## config.mk

```make
export PLATFORM = sky130hd
export DESIGN_NAME = pwm_peripheral_flat
export DESIGN_NICKNAME = d
export VERILOG_FILES = /design/src/rtl/pwm_peripheral_if.sv /design/src/rtl/pwm_peripheral.sv /design/src/flat_wrapper.sv
export SDC_FILE = /design/constraint.sdc
export NUM_CORES = 1
export LEC_CHECK = 0
export CELL_PAD_IN_SITES_DETAIL_PLACEMENT = 0
export CELL_PAD_IN_SITES_GLOBAL_PLACEMENT = 2
export CORE_MARGIN = 3
export CORE_UTILIZATION = 32
export DETAILED_ROUTE_END_ITERATION = 7
export GPL_TIMING_DRIVEN = 1
export PLACE_DENSITY_LB_ADDON = 0.3
export RECOVER_POWER = 25
export SLEW_MARGIN = 20
export SYNTH_ARGS = -nofsm -noshare
export SYNTH_HDL_FRONTEND = slang
export SYNTH_SLANG_ARGS = --single-unit
```

## constraint.sdc

```tcl
create_clock -name clk -period 3.7 [get_ports clk]
set_clock_uncertainty 0.1 [all_clocks]
set_input_delay 0.555 -clock clk [delete_from_list [all_inputs] [get_ports clk]]
set_output_delay 0.555 -clock clk [all_outputs]
set_load 0.01 [all_outputs]
```

## src/rtl/pwm_peripheral_if.sv

```systemverilog
// Register-file side of the PWM peripheral: enables, mode selects and requested duty.
// The register file drives through master; the PWM block reads through slave.
interface pwm_peripheral_if #(
  parameter int PWM_BITS = 8
);
  logic [7:0]          en_reg_out_7_0;
  logic [7:0]          en_reg_out_15_8;
  logic [7:0]          en_reg_pwm_7_0;
  logic [7:0]          en_reg_pwm_15_8;
  logic [PWM_BITS-1:0] pwm_duty_cycle;

  modport master (
    output en_reg_out_7_0,
    output en_reg_out_15_8,
    output en_reg_pwm_7_0,
    output en_reg_pwm_15_8,
    output pwm_duty_cycle
  );

  modport slave (
    input en_reg_out_7_0,
    input en_reg_out_15_8,
    input en_reg_pwm_7_0,
    input en_reg_pwm_15_8,
    input pwm_duty_cycle
  );
endinterface

```

## src/rtl/pwm_peripheral.sv

```systemverilog
// Sixteen registered output pins, each forced low, static high or driven by one shared
// PWM waveform whose duty is double-buffered at the period wrap.
module pwm_peripheral #(
  parameter int CLK_DIV  = 3000,
  parameter int PWM_BITS = 8
) (
  input  logic               clk,
  input  logic               rst_n,
  pwm_peripheral_if.slave    regs,
  output logic [15:0]        out,
  output logic               pwm_tick
);

  localparam int PRESC_W = (CLK_DIV > 1) ? $clog2(CLK_DIV) : 1;
  localparam logic [PRESC_W-1:0]  PRESC_LAST = PRESC_W'(CLK_DIV - 1);
  localparam logic [PWM_BITS-1:0] CNT_LAST   = {PWM_BITS{1'b1}};

  logic [PRESC_W-1:0]  presc_cnt;
  logic [PWM_BITS-1:0] pwm_cnt;
  logic [PWM_BITS-1:0] duty_shadow;
  logic                tick;
  logic                period_wrap;
  logic                pwm_lvl;
  logic [15:0]         en_out;
  logic [15:0]         en_pwm;
  logic [15:0]         out_nxt;

  // All-ones duty is a true 100 %; zero duty never produces a sliver at the wrap.
  function automatic logic pwm_level(input logic [PWM_BITS-1:0] cnt,
                                     input logic [PWM_BITS-1:0] duty);
    if (duty == CNT_LAST) return 1'b1;
    return (cnt < duty);
  endfunction

  assign tick        = (presc_cnt == PRESC_LAST);
  assign period_wrap = tick && (pwm_cnt == CNT_LAST);
  assign pwm_lvl     = pwm_level(pwm_cnt, duty_shadow);

  assign en_out  = {regs.en_reg_out_15_8, regs.en_reg_out_7_0};
  assign en_pwm  = {regs.en_reg_pwm_15_8, regs.en_reg_pwm_7_0};
  assign out_nxt = en_out & (~en_pwm | {16{pwm_lvl}});

  always_ff @(posedge clk or negedge rst_n) begin
    if (!rst_n) begin
      presc_cnt <= '0;
    end else if (tick) begin
      presc_cnt <= '0;
    end else begin
      presc_cnt <= presc_cnt + 1'b1;
    end
  end

  always_ff @(posedge clk or negedge rst_n) begin
    if (!rst_n) begin
      pwm_cnt <= '0;
    end else if (tick) begin
      pwm_cnt <= pwm_cnt + 1'b1;
    end
  end

  // Requested duty is only sampled at the period boundary, so a write never cuts a period short.
  always_ff @(posedge clk or negedge rst_n) begin
    if (!rst_n) begin
      duty_shadow <= '0;
    end else if (period_wrap) begin
      duty_shadow <= regs.pwm_duty_cycle;
    end
  end

  always_ff @(posedge clk or negedge rst_n) begin
    if (!rst_n) begin
      out      <= '0;
      pwm_tick <= 1'b0;
    end else begin
      out      <= out_nxt;
      pwm_tick <= tick;
    end
  end

endmodule

```

## src/flat_wrapper.sv

```systemverilog
// flat-port wrapper written by rule: the top's interface ports become plain ports
module pwm_peripheral_flat 
#(
  parameter int CLK_DIV  = 3000,
  parameter int PWM_BITS = 8
)
  (clk, rst_n, out, pwm_tick, regs_en_reg_out_7_0, regs_en_reg_out_15_8, regs_en_reg_pwm_7_0, regs_en_reg_pwm_15_8, regs_pwm_duty_cycle);
  pwm_peripheral_if #(.PWM_BITS(PWM_BITS)) regs_i ();
  input  logic clk;
  input  logic rst_n;
  output logic [15:0] out;
  output logic pwm_tick;
  input wire logic [$bits(regs_i.en_reg_out_7_0)-1:0] regs_en_reg_out_7_0;
  input wire logic [$bits(regs_i.en_reg_out_15_8)-1:0] regs_en_reg_out_15_8;
  input wire logic [$bits(regs_i.en_reg_pwm_7_0)-1:0] regs_en_reg_pwm_7_0;
  input wire logic [$bits(regs_i.en_reg_pwm_15_8)-1:0] regs_en_reg_pwm_15_8;
  input wire logic [$bits(regs_i.pwm_duty_cycle)-1:0] regs_pwm_duty_cycle;
  assign regs_i.en_reg_out_7_0 = regs_en_reg_out_7_0;
  assign regs_i.en_reg_out_15_8 = regs_en_reg_out_15_8;
  assign regs_i.en_reg_pwm_7_0 = regs_en_reg_pwm_7_0;
  assign regs_i.en_reg_pwm_15_8 = regs_en_reg_pwm_15_8;
  assign regs_i.pwm_duty_cycle = regs_pwm_duty_cycle;
  pwm_peripheral #(.CLK_DIV(CLK_DIV), .PWM_BITS(PWM_BITS)) u_core (.clk(clk), .rst_n(rst_n), .regs(regs_i), .out(out), .pwm_tick(pwm_tick));
endmodule
```

Word-level counts from Yosys, hierarchy flattened
Cells that the tools add are included.
Widths: inputs -> output; s select.
{"block": "word_totals", "register_bits": 45, "elab_cells": 19, "output_inout_bits": 17, "input_bits": 42}
{"block": "op_classes", "n_bitwise": 3, "n_eq_ne": 3, "n_reduce_logical": 1, "n_addsub": 2, "n_lt_le_gt_ge": 1, "mux": 4}
{"operator": "$and 16x16->16", "n": 1}
{"operator": "$eq 8x8->1 const B", "n": 2}
{"operator": "$not 16->16", "n": 1}
{"operator": "$or 16x16->16", "n": 1}
{"operator": "$add 12x1->12 const B", "n": 1}
{"operator": "$eq 12x12->1 const B", "n": 1}
{"operator": "$mux 12", "n": 1}
{"operator": "$add 8x1->8 const B", "n": 1}
{"operator": "$lt 8x8->1", "n": 1}
{"operator": "$mux 1", "n": 3}
{"operator": "$logic_and 1x1->1", "n": 1}

Longest topological paths before layout
{"block": "logic_depth", "ltp_word": 5, "mapped_depth": 7, "ltp_nobuf": 6}

Worst setup path before layout
Ideal clock, no wire load.
{"block": "synth_timing", "path_type": "register -> register", "from": "register u_core.pwm_cnt[6]", "to": "register u_core.out[10]", "setup_slack_ns": 1.825, "setup_time_ns": 0.129, "period_less_slack_ns": 1.875, "t_arrival_ns": 1.647, "stages_incl_launch_ff": 7, "path_cell_list": "dfrtp_1 -> ha_1 -> and4_1 -> o21ai_0 -> o32ai_2 -> clkbuf_2 -> a21boi_0"}
{"block": "synth_via", "elab_chain_len": 4}
{"element": "from (decl)", "line": "pwm_peripheral.sv:19", "rtl": "logic [PWM_BITS-1:0] pwm_cnt;"}
{"element": "from (signal assigned)", "line": "pwm_peripheral.sv:57", "rtl": "pwm_cnt <= pwm_cnt + 1'b1;"}
{"element": "$lt 8x8->1", "line": "pwm_peripheral.sv:32", "rtl": "return (cnt < duty);"}
{"element": "$mux 1", "line": "pwm_peripheral.sv:32"}
{"element": "$or 16x16->16", "line": "pwm_peripheral.sv:41", "rtl": "assign out_nxt = en_out & (~en_pwm | {16{pwm_lvl}});"}
{"element": "$and 16x16->16", "line": "pwm_peripheral.sv:41"}
{"element": "net u_core.out_nxt[10]", "line": "pwm_peripheral.sv:26", "rtl": "logic [15:0] out_nxt;"}
{"element": "to (signal assigned)", "line": "pwm_peripheral.sv:75", "rtl": "out <= out_nxt;"}
{"element": "to (decl)", "line": "pwm_peripheral.sv:10", "rtl": "output logic [15:0] out,"}
The timed path passes the listed nets, and every way through them passes these cells.
A chain may end at the register's enable or synchronous reset.

==> results.yml <==
synthesis:
  ys_seq_elements: 45
  ys.warnings.count: 0
  synth_area_leaders: "dfrtp_1, a21boi_0, ha_1, mux2_2, xnor2_1"
  synth_area_leader_cell: "dfrtp_1"
  ys_seq_area_frac: 0.570
  postSynth.asyncResetShare: 1.00
  synth_top_area_frac: 0.570
  synth_flop_cell: "dfrtp_1"
  synth.distinct_cells: 30
  synth_cells: 155
  synth_fp_nets: 206
  syn-cell-area_mm2: 0.00198
  synth_edf_count: 0
  avgSynthCellArea_um2: 12.8
die:
  rows: 28
  dieHeight_um: 84.6
  coreArea_mm2: 0.00596
  fp.dieW_um: 84.6
  initial_utilization: 0.332
  io_pins: 59
  dieArea_mm2: 0.00716
route:
  drt_iter0_markers: 64
  vias: 1350
  drc: 0
  routed_wl_um: 3990
  wl_per_cell_um: 13.7
  via_per_inst: 4.64
  ant_nets: 0
  drtPass1Iterations: 4
clock_tree:
  max-clock-path-buffers: 2
  cts_hold_buf: 0
  post_cts_buffers: 0
  cts_root_buf: "clkbuf_8"
  cts_resized: 0
  clk-insertion-delay-late_ns: 0.29
  cts_tree: "done"
  cts_max_level: 2
  clkTransAtPathRegs_ns: 0.07
  numCtsBuffers: 5
  clock_sinks: 45
worst_setup_path:
  critPathArrivalTime_ns: 2.19
  cp-startpoint: "rst_n"
  slowest_delay_ns: 1.60
  slowest_stage: "clkbuf_1"
  worst_ep_required_time_ns: 3.53
  crit_chain: "clkbuf_1"
  r2r-start: "u_core.pwm_cnt[6]$_DFFE_PN0P_"
  crit_family: "buffers and inverters"
  crit_path_end_kind: "async pin"
  crit_type: "in2async"
  crit_fanout: 45
  path_buf_inv: 1
  worstSetupStartpointType: "primary input"
global_routing:
  grt_pass1_wl_um: 7070
  grt_pass1_vias: 1510
  grt.total_usage: 0.125
  antenna_found_initial: 0
  grt.overflow.total: 0
  grt_max_degree: 46
timing:
  slew_headroom: -0.536
  post-route-period-util: 0.640
  min_period_ns: 2.37
  tightest_slew_ns: 2.30
  setup_violations: 0
  slew_viol_final: 46
  final-hold-violation-count: 0
  fin_tns_setup_ns: 0
  rsz0062_at_grt: "false"
  fmax_mhz: 422
  hold_ws_ns: 0.357
hold_path:
  min_from: "u_core.presc_cnt[0]$_DFF_PN0_"
  hold_class: "reg2reg"
layout:
  fillerInstances: 578
  antenna_cells: 0
  multi_input_area_um2: 800
  layout.nets: 267
  final_cell_mix: "clkdlybuf4s50_1, dfrtp_1, a21boi_0, mux2_2, ha_1"
  register_area_mm2: 0.00113
  area_growth_pct: 36.9
  final_common_cell: "clkdlybuf4s50_1"
  drive_gt1_frac: 0.0880
power_and_ir_drop:
  p_per_area_mw_per_mm2: 332
  leakage_nw: 1.23
  peakVddDrop_mv: 0.131
flow_run:
  drv_cap: 1
place:
  finalWeightedCongestion: 0.733
  port_buffers: 58
  dp_hpwl_um: 3090
outcome:
  outcome: "finished, violations left"
  violations: "max-capacitance violations, max-slew violations"
-- flip-flops by register name, summed over array words and instances, names as in the netlist --
register            count
u_core.out             16
u_core.presc_cnt       12
u_core.duty_shadow      8
u_core.pwm_cnt          8
u_core.pwm_tick         1
-- per-layer routing --
metal,wire (µm),track usage,vias up
met5,0,0,-
met4,25,0.0388,0
met3,425,0.0658,2
met2,1920,0.201,50
met1,1620,0.144,631
li1,-,-,667
-- cells in the mapped netlist (all sizes together), types with 2 or more instances --
| master | number |
|---|---|
| a21boi | 16 |
| and3 | 7 |
| and4 | 4 |
| buf | 2 |
| clkbuf | 2 |
| dfrtp | 45 |
| ha | 9 |
| inv | 7 |
| mux2 | 9 |
| nand2 | 4 |
| nand3 | 4 |
| nand3b | 2 |
| nand4 | 8 |
| nor2 | 8 |
| o21ai | 3 |
| xnor2 | 8 |
| xor2 | 7 |
-- layout make-up --
cell class,instances,share of cell area
Tap cell,75,0.0347
Clock buffer,7,0.0319
Inverter,7,0.00971
Multi-Input combinational cell,99,0.295
Sequential cell,45,0.416
Timing Repair Buffer,58,0.212
-- worst reg2reg max path: stages (launching register included) --
cell	delay (ns)
dfrtp_1	0.45
ha_1	0.35
and4_1	0.18
o21ai_0	0.10
o32ai_2	0.76
a21boi_0	0.24
-- kinds of logic (layout without fill, tap and decap cells) --
family / after synthesis / count (layout) / share of synthesized area
fa+ha+maj: 9 / 9 / 0.0570
simple gates: 41 / 41 / 0.130
flops: 45 / 45 / 0.570
buf+inv: 11 / 72 / 0.0259
mux: 9 / 9 / 0.0513
compound gates: 25 / 25 / 0.0994
xor+xnor: 15 / 15 / 0.0665
-- final timing paths --
path	to	slack, ns	depth (start not counted)
worst max-delay path	u_core.out[11]$_DFF_PN0_	1.33	1
max in group clk	u_core.out[14]$_DFF_PN0_	1.37	5
min in group asynchronous	u_core.presc_cnt[11]$_DFF_PN0_	0.84	1
worst min-delay path	u_core.presc_cnt[0]$_DFF_PN0_	0.36	1
worst min register to register	u_core.presc_cnt[0]$_DFF_PN0_	0.36	1
worst max register to register	u_core.out[14]$_DFF_PN0_	1.37	5
-- power by group --
group	total, W	internal, W	switching (W)
registers	0.000512	0.000505	0.00000660
logic	0.0000929	0.0000622	0.0000307
clock network	0.000293	0.000148	0.000145
-- stage by stage --
| step | cells | worst slack, ns | cell area, µm² | util | power (W) |
|---|---|---|---|---|---|
| global placement | 284 | 1.40 | 2620 | 0.440 | 0.000614 |
| floorplan | 155 | 1.82 | 1980 | - | 0.000541 |
| CTS | 291 | 1.30 | 2710 | 0.455 | 0.000918 |
| global route | 291 | 0.741 | 2710 | 0.454 | 0.000946 |
| detailed placement | 284 | 1.30 | 2620 | 0.440 | 0.000617 |
| finish | 291 | 1.33 | 2710 | 0.454 | 0.000897 |
Note: power is estimated with default switching activity, not from simulation.
